===== src/rtl/mips_pkg.sv =====
// Shared encodings for the multicycle MIPS-subset core: opcodes, functs,
// FSM states, ALU operations and instruction field positions.
package mips_pkg;

  localparam logic [2:0] S_IDLE   = 3'd0;
  localparam logic [2:0] S_FETCH  = 3'd1;
  localparam logic [2:0] S_DECODE = 3'd2;
  localparam logic [2:0] S_EXEC   = 3'd3;
  localparam logic [2:0] S_MEM    = 3'd4;
  localparam logic [2:0] S_WB     = 3'd5;
  localparam logic [2:0] S_HALT   = 3'd6;

  localparam logic [5:0] OP_RTYPE = 6'b000000;
  localparam logic [5:0] OP_ADDI  = 6'b001000;
  localparam logic [5:0] OP_LW    = 6'b100011;
  localparam logic [5:0] OP_SW    = 6'b101011;
  localparam logic [5:0] OP_BEQ   = 6'b000100;
  localparam logic [5:0] OP_BNE   = 6'b000101;
  localparam logic [5:0] OP_J     = 6'b000010;

  localparam logic [5:0] FN_ADD = 6'b100000;
  localparam logic [5:0] FN_SUB = 6'b100010;
  localparam logic [5:0] FN_AND = 6'b100100;
  localparam logic [5:0] FN_OR  = 6'b100101;
  localparam logic [5:0] FN_SLT = 6'b101010;
  localparam logic [5:0] FN_SLL = 6'b000000;

  localparam logic [2:0] ALU_ADD = 3'd0;
  localparam logic [2:0] ALU_SUB = 3'd1;
  localparam logic [2:0] ALU_AND = 3'd2;
  localparam logic [2:0] ALU_OR  = 3'd3;
  localparam logic [2:0] ALU_SLT = 3'd4;
  localparam logic [2:0] ALU_SLL = 3'd5;

  localparam int OP_LSB  = 26;
  localparam int RS_LSB  = 21;
  localparam int RT_LSB  = 16;
  localparam int RD_LSB  = 11;
  localparam int SH_LSB  = 6;
  localparam int FN_LSB  = 0;
  localparam int IMM_LSB = 0;
  localparam int TGT_LSB = 0;

  function automatic logic [2:0] alu_op_of(input logic [5:0] funct);
    case (funct)
      FN_SUB:  return ALU_SUB;
      FN_AND:  return ALU_AND;
      FN_OR:   return ALU_OR;
      FN_SLT:  return ALU_SLT;
      FN_SLL:  return ALU_SLL;
      default: return ALU_ADD;
    endcase
  endfunction

endpackage


===== src/rtl/mips_alu.sv =====
// Combinational 32-bit ALU for the multicycle core.
module mips_alu
  import mips_pkg::*;
(
  input  logic [31:0] a_i,
  input  logic [31:0] b_i,
  input  logic [4:0]  shamt_i,
  input  logic [2:0]  op_i,
  output logic [31:0] y_o
);

  always_comb begin
    y_o = '0;
    case (op_i)
      ALU_ADD: y_o = a_i + b_i;
      ALU_SUB: y_o = a_i - b_i;
      ALU_AND: y_o = a_i & b_i;
      ALU_OR:  y_o = a_i | b_i;
      ALU_SLT: y_o = {31'd0, $signed(a_i) < $signed(b_i)};
      ALU_SLL: y_o = b_i << shamt_i;
      default: y_o = '0;
    endcase
  end

endmodule


===== src/rtl/mips_multicycle_cpu.sv =====
// Multicycle MIPS-subset core: FETCH/DECODE/EXEC/MEM/WB sequencer with a
// register file, small data memory, fault detection and a retire counter.
module mips_multicycle_cpu
  import mips_pkg::*;
#(
  parameter int IMEM_WORDS = 10,
  parameter int DMEM_WORDS = 16,
  parameter int NUM_GR     = 8,
  parameter int DATA_W     = 32
) (
  input  logic                      clock,
  input  logic                      reset,
  input  logic                      start,
  input  logic [32*IMEM_WORDS-1:0]  instr,
  input  logic [$clog2(NUM_GR)-1:0] dbg_sel,
  output logic [DATA_W-1:0]         dbg_data,
  output logic [31:0]               pc,
  output logic [31:0]               ins,
  output logic                      busy,
  output logic                      halted,
  output logic                      error,
  output logic [31:0]               retired
);

  localparam int          GR_AW      = $clog2(NUM_GR);
  localparam int          DM_AW      = $clog2(DMEM_WORDS);
  localparam logic [29:0] IMEM_LIMIT = 30'(IMEM_WORDS);
  localparam logic [29:0] DMEM_LIMIT = 30'(DMEM_WORDS);
  localparam logic [5:0]  GR_LIMIT   = 6'(NUM_GR);

  logic [2:0]        state_q, state_d;
  logic [31:0]       pc_q, pc_d, ins_q, ins_d, retired_q, retired_d;
  logic              error_q, error_d;
  logic [DATA_W-1:0] a_q, a_d, b_q, b_d, imm_q, imm_d;
  logic [DATA_W-1:0] alu_q, alu_d, mdr_q, mdr_d;
  logic [DATA_W-1:0] gr_q   [NUM_GR];
  logic [DATA_W-1:0] dmem_q [DMEM_WORDS];

  logic [5:0] opcode, funct;
  logic [4:0] rs_f, rt_f, rd_f, shamt;
  assign opcode = ins_q[OP_LSB +: 6];
  assign funct  = ins_q[FN_LSB +: 6];
  assign rs_f   = ins_q[RS_LSB +: 5];
  assign rt_f   = ins_q[RT_LSB +: 5];
  assign rd_f   = ins_q[RD_LSB +: 5];
  assign shamt  = ins_q[SH_LSB +: 5];

  // Index truncation is exact: DECODE has already rejected fields >= NUM_GR.
  logic [GR_AW-1:0] rs_idx, rt_idx, wb_idx;
  assign rs_idx = rs_f[GR_AW-1:0];
  assign rt_idx = rt_f[GR_AW-1:0];
  assign wb_idx = (opcode == OP_RTYPE) ? rd_f[GR_AW-1:0] : rt_f[GR_AW-1:0];

  function automatic logic reg_ok(input logic [4:0] f);
    return {1'b0, f} < GR_LIMIT;
  endfunction

  logic illegal;
  always_comb begin
    illegal = 1'b1;
    case (opcode)
      OP_RTYPE: illegal = !(funct inside {FN_ADD, FN_SUB, FN_AND, FN_OR, FN_SLT, FN_SLL})
                          || !reg_ok(rs_f) || !reg_ok(rt_f) || !reg_ok(rd_f);
      OP_ADDI, OP_LW, OP_SW, OP_BEQ, OP_BNE:
                illegal = !reg_ok(rs_f) || !reg_ok(rt_f);
      OP_J:     illegal = 1'b0;
      default:  illegal = 1'b1;
    endcase
  end

  logic [2:0]        alu_op;
  logic [DATA_W-1:0] alu_b, alu_y;
  assign alu_op = (opcode == OP_RTYPE) ? alu_op_of(funct) : ALU_ADD;
  assign alu_b  = (opcode == OP_RTYPE) ? b_q : imm_q;

  mips_alu u_alu (
    .a_i     (a_q),
    .b_i     (alu_b),
    .shamt_i (shamt),
    .op_i    (alu_op),
    .y_o     (alu_y)
  );

  logic [31:0] pc_plus4, br_target, j_target;
  logic        br_taken;
  assign pc_plus4  = pc_q + 32'd4;
  assign br_target = pc_plus4 + {imm_q[29:0], 2'b00};
  assign j_target  = {pc_q[31:28], ins_q[TGT_LSB +: 26], 2'b00};
  assign br_taken  = (opcode == OP_BEQ) ? (a_q == b_q) : (a_q != b_q);

  logic [DM_AW-1:0] dm_idx;
  logic             dm_fault;
  assign dm_idx   = alu_q[2 +: DM_AW];
  assign dm_fault = (alu_q[1:0] != 2'b00) || (alu_q[31:2] >= DMEM_LIMIT);

  logic [31:0]       fetch_word;
  logic [DATA_W-1:0] wb_data;
  logic              gr_we, dm_we;
  assign wb_data = (opcode == OP_LW) ? mdr_q : alu_q;

  always_comb begin
    // NOTE: every signal gets a default before the case so no path can leave
    // it unassigned, which would otherwise infer a latch.
    state_d    = state_q;
    pc_d       = pc_q;
    ins_d      = ins_q;
    retired_d  = retired_q;
    error_d    = error_q;
    a_d        = a_q;
    b_d        = b_q;
    imm_d      = imm_q;
    alu_d      = alu_q;
    mdr_d      = mdr_q;
    gr_we      = 1'b0;
    dm_we      = 1'b0;
    fetch_word = '0;
    for (int i = 0; i < IMEM_WORDS; i++) begin
      if (pc_q[31:2] == 30'(i)) fetch_word = instr[32*(IMEM_WORDS-i)-1 -: 32];
    end

    case (state_q)
      S_IDLE, S_HALT: begin
        if (start) begin
          state_d   = S_FETCH;
          pc_d      = '0;
          retired_d = '0;
          error_d   = 1'b0;
        end
      end
      S_FETCH: begin
        if (pc_q[31:2] >= IMEM_LIMIT) begin
          state_d = S_HALT;
        end else begin
          ins_d   = fetch_word;
          state_d = S_DECODE;
        end
      end
      S_DECODE: begin
        if (illegal) begin
          error_d = 1'b1;
          state_d = S_HALT;
        end else begin
          a_d     = gr_q[rs_idx];
          b_d     = gr_q[rt_idx];
          imm_d   = {{(DATA_W-16){ins_q[IMM_LSB+15]}}, ins_q[IMM_LSB +: 16]};
          state_d = S_EXEC;
        end
      end
      S_EXEC: begin
        alu_d = alu_y;
        case (opcode)
          OP_BEQ, OP_BNE: begin
            pc_d      = br_taken ? br_target : pc_plus4;
            retired_d = retired_q + 32'd1;
            state_d   = S_FETCH;
          end
          OP_J: begin
            pc_d      = j_target;
            retired_d = retired_q + 32'd1;
            state_d   = S_FETCH;
          end
          OP_LW, OP_SW: begin
            pc_d    = pc_plus4;
            state_d = S_MEM;
          end
          default: begin
            pc_d    = pc_plus4;
            state_d = S_WB;
          end
        endcase
      end
      S_MEM: begin
        // pc was advanced in EXEC; rewind so it points at the faulting access.
        if (dm_fault) begin
          error_d = 1'b1;
          pc_d    = pc_q - 32'd4;
          state_d = S_HALT;
        end else if (opcode == OP_SW) begin
          dm_we     = 1'b1;
          retired_d = retired_q + 32'd1;
          state_d   = S_FETCH;
        end else begin
          mdr_d   = dmem_q[dm_idx];
          state_d = S_WB;
        end
      end
      S_WB: begin
        gr_we     = (wb_idx != '0);
        retired_d = retired_q + 32'd1;
        state_d   = S_FETCH;
      end
      default: state_d = S_IDLE;
    endcase
  end

  always_ff @(posedge clock) begin
    // NOTE: state is updated with <= so every register samples pre-edge values
    // regardless of statement order.
    if (reset) begin
      state_q   <= S_IDLE;
      pc_q      <= '0;
      ins_q     <= '0;
      retired_q <= '0;
      error_q   <= 1'b0;
      a_q       <= '0;
      b_q       <= '0;
      imm_q     <= '0;
      alu_q     <= '0;
      mdr_q     <= '0;
      // NOTE: both arrays must read zero after reset, so they are built from
      // resettable flops rather than a RAM macro.
      for (int i = 0; i < NUM_GR; i++) gr_q[i] <= '0;
      for (int i = 0; i < DMEM_WORDS; i++) dmem_q[i] <= '0;
    end else begin
      state_q   <= state_d;
      pc_q      <= pc_d;
      ins_q     <= ins_d;
      retired_q <= retired_d;
      error_q   <= error_d;
      a_q       <= a_d;
      b_q       <= b_d;
      imm_q     <= imm_d;
      alu_q     <= alu_d;
      mdr_q     <= mdr_d;
      if (gr_we) gr_q[wb_idx] <= wb_data;
      if (dm_we) dmem_q[dm_idx] <= b_q;
    end
  end

  assign dbg_data = gr_q[dbg_sel];
  assign pc       = pc_q;
  assign ins      = ins_q;
  assign retired  = retired_q;
  assign error    = error_q;
  assign busy     = (state_q != S_IDLE) && (state_q != S_HALT);
  assign halted   = (state_q == S_HALT);

endmodule


===== config.mk =====
export PLATFORM = sky130hd
export DESIGN_NAME = mips_multicycle_cpu
export DESIGN_NICKNAME = d
export VERILOG_FILES = /design/src/rtl/mips_pkg.sv /design/src/rtl/mips_alu.sv /design/src/rtl/mips_multicycle_cpu.sv
export SDC_FILE = /design/constraint.sdc
export NUM_CORES = 2
export LEC_CHECK = 0
export CORE_ASPECT_RATIO = 0.8
export CORE_MARGIN = 2
export CORE_UTILIZATION = 30
export DETAILED_ROUTE_END_ITERATION = 10
export GPL_TIMING_DRIVEN = 0
export PLACE_DENSITY = 0.47
export SYNTH_ARGS = -nofsm -noshare
export SYNTH_HDL_FRONTEND = slang
export SYNTH_HIERARCHICAL = 1
export SYNTH_SLANG_ARGS = --single-unit

===== constraint.sdc =====
create_clock -name clock -period 5.4 [get_ports clock]
set_input_delay 0.54 -clock clock [delete_from_list [all_inputs] [get_ports clock]]
set_output_delay 0.54 -clock clock [all_outputs]
set_load 0.02 [all_outputs]

==> results.py <==
metrics = {
    "outcome": {
        "run_status": "finished, violations left",
        "violations": "setup timing",
    },
    "clocking": {
        "clkLatencyLatePin_ns": 0.80,
        "cts.sink_count": 1010,
        "clockBufferDepth": 3,
        "cts_htree_levels": 3,
        "cts.root.buffer_cell": "clkbuf_16",
        "clkTransAtPathRegs_ns": 0.06,
        "cts_hold_repair.buffers": 0,
        "cts_tree": "done",
        "cts_buffers": 113,
    },
    "floorplan": {
        "start_util_pct": 30.3,
        "die_w_um": 501,
        "num_rows": 145,
        "dieArea_um2": 201000,
        "core_area_um2": 196000,
        "design.portCount": 457,
        "chipHeight_um": 402,
    },
    "worst_setup_path": {
        "r2r_slack_ns": -0.11,
        "timing.rr.end": "dmem_q[3][27]$_SDFFCE_PN0P_",
        "required_ns": 6.05,
        "rr_worst_depth": 9,
        "cp_data_arrival_time_ns": 6.16,
        "critPathSlowestCell": "nor2_1",
        "critical_path.startpoint_type": "flop",
        "worstPathCellList": "nor4_1 > nand3_1 > nor2_1 > nand2_1 > nor4_1 > nand2b_1 > nor2_1 > clkbuf_1 > and2_1",
        "critical_path_class": "flop to flop",
        "critical_path.max_fanout": 10,
        "slowest_delay_ns": 1.06,
        "critPathCaptureType": "flop",
        "reg2reg_from": "alu_q[18]$_SDFFE_PP0P_",
    },
    "worst_hold_path": {
        "hold_depth": 3,
        "hold-path-endpoint": "ins[0]$_SDFFE_PP0P_",
        "min-delay-path-class": "input port to flop",
        "holdCritStartpoint": "instr[0]",
    },
    "logic_synthesis": {
        "yosys_reg_bits": 1010,
        "synth_top_area_share_pct": 38.9,
        "synth_enable_flop_cells": 768,
        "netlist_instances": 5327,
        "yosys.area.top_type": "edfxtp_1",
        "synth.yosys.seq_area_share_pct": 47.0,
        "async_reset_ff_share_pct": 0,
        "avg_inst_size_synth_um2": 11.1,
        "dominantRegCellSynth": "edfxtp_1",
        "largest_cells_by_area_after_synthesis": "edfxtp_1 (39%), mux4_2 (14%), dfxtp_1 (8.2%)",
        "yosys.cell_types.count": 101,
        "ys.warnings.count": 6,
        "synth_cell_area_um2": 59300,
    },
    "routing": {
        "total_number_of_vias": 48000,
        "final_antenna_net_count": 0,
        "route.detailed.drc": 0,
        "first_pass_iters": 7,
        "drt-wirelength-per-cell_um": 30.9,
        "vias_per_cell": 5.55,
        "finalWirelength_um": 267000,
        "first_iter_violations": 5674,
    },
    "power": {
        "total_power_mw": 33.3,
        "clock_network_fraction_of_design_power_pct": 24.3,
        "power.combinational.fraction_pct": 47.9,
        "sequentialPowerShare_pct": 27.8,
        "powerDensity_nw_per_um2": 462,
        "power.static_leakage_nw": 24.4,
        "internal_power_component_mw": 18.4,
        "vdd_ir_drop_max_mv": 0.429,
        "power_switching_share_pct": 44.8,
        "p_sw_mw": 14.9,
    },
    "layout": {
        "layout.core_utilization_pct": 36.7,
        "num-nets-final": 6422,
        "final_cell_count_no_fill": 8645,
        "drive_above_1_share_pct": 13.1,
        "num-fill-cells": 19400,
        "flow.area_growth_from_synthesis_pct": 21.4,
    },
    "global_route": {
        "grt_usage_pct": 26.0,
        "grt_overflow": 0,
        "grt_pass1_wl_um": 371000,
        "grt_antenna_before_repair": 30,
        "grt_start_max_net_pins": 33,
        "grt_pass1_vias": 47100,
    },
    "timing": {
        "finalSetupViolations": 23,
        "worst-slew-pin-transition_ns": 1.43,
        "setup_ws_ns": -0.112,
        "hold_viol": 0,
        "layout_min_cycle_time_ns": 5.51,
        "timing.final.max_slew_violations": 0,
        "timing.max_slew.rel_slack_pct": 4.49,
        "f_max_mhz": 181,
        "setup_clock_skew_after_layout_ns": 0.0831,
        "final_min_period_over_clock_period_pct": 102,
        "rsz0062_at_grt": "true",
    },
    "flow_run": {
        "drv.max_cap_violation_count": 0,
    },
    "placement": {
        "detailedPlacementHpwl_um": 211000,
        "port_buffers": 451,
        "finalWeightedCongestion": 0.975,
        "numPlacedInstances": 8407,
    },
}
==> metal layers <==
metal | part of all wire, % | GRT usage [%]
met1 | 44 | 36.9
met2 | 45 | 39.9
met3 | 8.1 | 5.83
met4 | 2.6 | 6.67
met5 | 0.030 | 0
==> synth_stat cells, drive strengths merged (101+ instances only) <==
cell / n
edfxtp: 768
nor2: 561
and2: 525
nand2: 445
mux4: 366
clkbuf: 353
a21oi: 316
dfxtp: 242
o21ai: 166
ha: 138
mux2i: 131
inv: 127
buf: 104
nor3: 101
==> placed cells by master, fill, tap and decap left out, types with 20 or more instances in the layout <==
cell type        instances
a211oi_1                92
a21o_1                  42
a21oi_1                315
a221oi_1                26
a222oi_1                31
a22oi_1                 40
and2_1                 524
and3_1                  28
buf_1                   55
buf_2                   42
clkbuf_1               358
clkbuf_16              114
clkbuf_8                20
clkdlybuf4s50_1        451
clkinv_2                23
conb_1                  34
dfxtp_1                241
edfxtp_1               768
ha_1                   136
inv_1                  122
mux2_2                  35
mux2i_1                131
mux4_2                 366
nand2_1                433
nand3_1                 67
nand4_1                 21
nor2_1                 549
nor3_1                  88
nor4_1                  24
o2111ai_1               22
o211ai_1                47
o21ai_0                138
o221ai_1                27
o22ai_1                 36
or3_1                   23
xnor2_1                 99
xor2_1                  33
==> what timing repair did <==
action                     4_1_cts  5_1_grt
setup endpoints to repair       93      301
setup buffers                    4        2
pin swaps                        3        3
hold endpoints to repair         0        0
resized for setup               31       28
==> flip-flops by register name, summed over array words and instances (netlist names), 16 cells and up <==
register / flops
b_q: 32
ins: 32
a_q: 32
mdr_q: 32
dmem_q: 512
alu_q: 32
pc: 30
gr_q: 256
retired: 32
imm_q: 16
==> how the worst max path moves through the flow <==
stage | startpoint | to | slack, ns | depth (start not counted)
3_3_place_gp | alu_q[18]$_SDFFE_PP0P_ | dmem_q[1][24]$_SDFFCE_PN0P_ | -3.77 | 7
4_1_cts | ins[31]$_SDFFE_PP0P_ | alu_q[30]$_SDFFE_PP0P_ | 0.005 | 20
6_report | alu_q[18]$_SDFFE_PP0P_ | dmem_q[3][27]$_SDFFCE_PN0P_ | -0.11 | 9
5_1_grt | alu_q[18]$_SDFFE_PP0P_ | dmem_q[3][27]$_SDFFCE_PN0P_ | -0.18 | 9
3_5_place_dp | ins[31]$_SDFFE_PP0P_ | alu_q[0]$_SDFFE_PP0P_ | -1.62 | 18
2_1_floorplan | ins[27]$_SDFFE_PP0P_ | dmem_q[11][0]$_SDFFCE_PN0P_ | 1.00 | 6
==> kinds of logic after synthesis <==
family | Yosys count | share of synthesized area (%)
AO/OA/AOI/OAI | 1023 | 11.6
XOR/XNOR | 132 | 1.95
adder cells (fa/ha/maj) | 141 | 3.01
buffers and inverters | 587 | 3.86
flip-flops | 1010 | 47.0
multiplexers | 532 | 16.8
other | 1 | 0.00632
AND/OR/NAND/NOR | 1901 | 15.8
==> area by class of cell <==
| cell class | instances | area (um^2) | share of cell area (%) |
|---|---|---|---|
| Tap cell | 2572 | 3220 | 4.47 |
| Clock buffer | 158 | 3210 | 4.46 |
| Timing Repair Buffer | 482 | 5050 | 7.02 |
| Clock inverter | 57 | 656 | 0.911 |
| Multi-Input combinational cell | 3763 | 29600 | 41.1 |
| Buffer | 455 | 1830 | 2.54 |
| Inverter | 130 | 488 | 0.678 |
| Antenna cell | 18 | 45.0 | 0.0626 |
| Sequential cell | 1010 | 27900 | 38.8 |
==> through the flow <==
| step | cell area (um^2) | setup TNS [ns] | hold slack [ns] | setup WS (ns) |
|---|---|---|---|---|
| final | 72000 | -1.34 | 0.426 | -0.112 |
| after global routing | 72000 | -6.81 | 0.423 | -0.180 |
| after CTS | 71800 | 0 | 0.364 | 0.00508 |
| after detailed placement | 67800 | -35.32 | 0.448 | -1.62 |
| after global placement | 67200 | -1537.29 | 0.451 | -3.77 |
| after floorplan | 59400 | 0 | 0.436 | 1.00 |
==> power by group through the flow <==
stage          sequential, mW  clock (mW)  combinational (mW)
2_1_floorplan            9.31           0                8.75
3_3_place_gp             9.44           0                15.3
3_5_place_dp             9.41           0                15.3
4_1_cts                  9.25        8.19                15.5
5_1_grt                  9.30        8.49                16.6
6_report                 9.26        8.08                15.9
==> critical path, delay by kind of cell (launching register included) <==
family / cells / cell delay [ns]
buf+inv: 1 / 0.59
flops: 1 / 0.33
simple gates: 8 / 4.42
(Power assumes the default switching activity.)
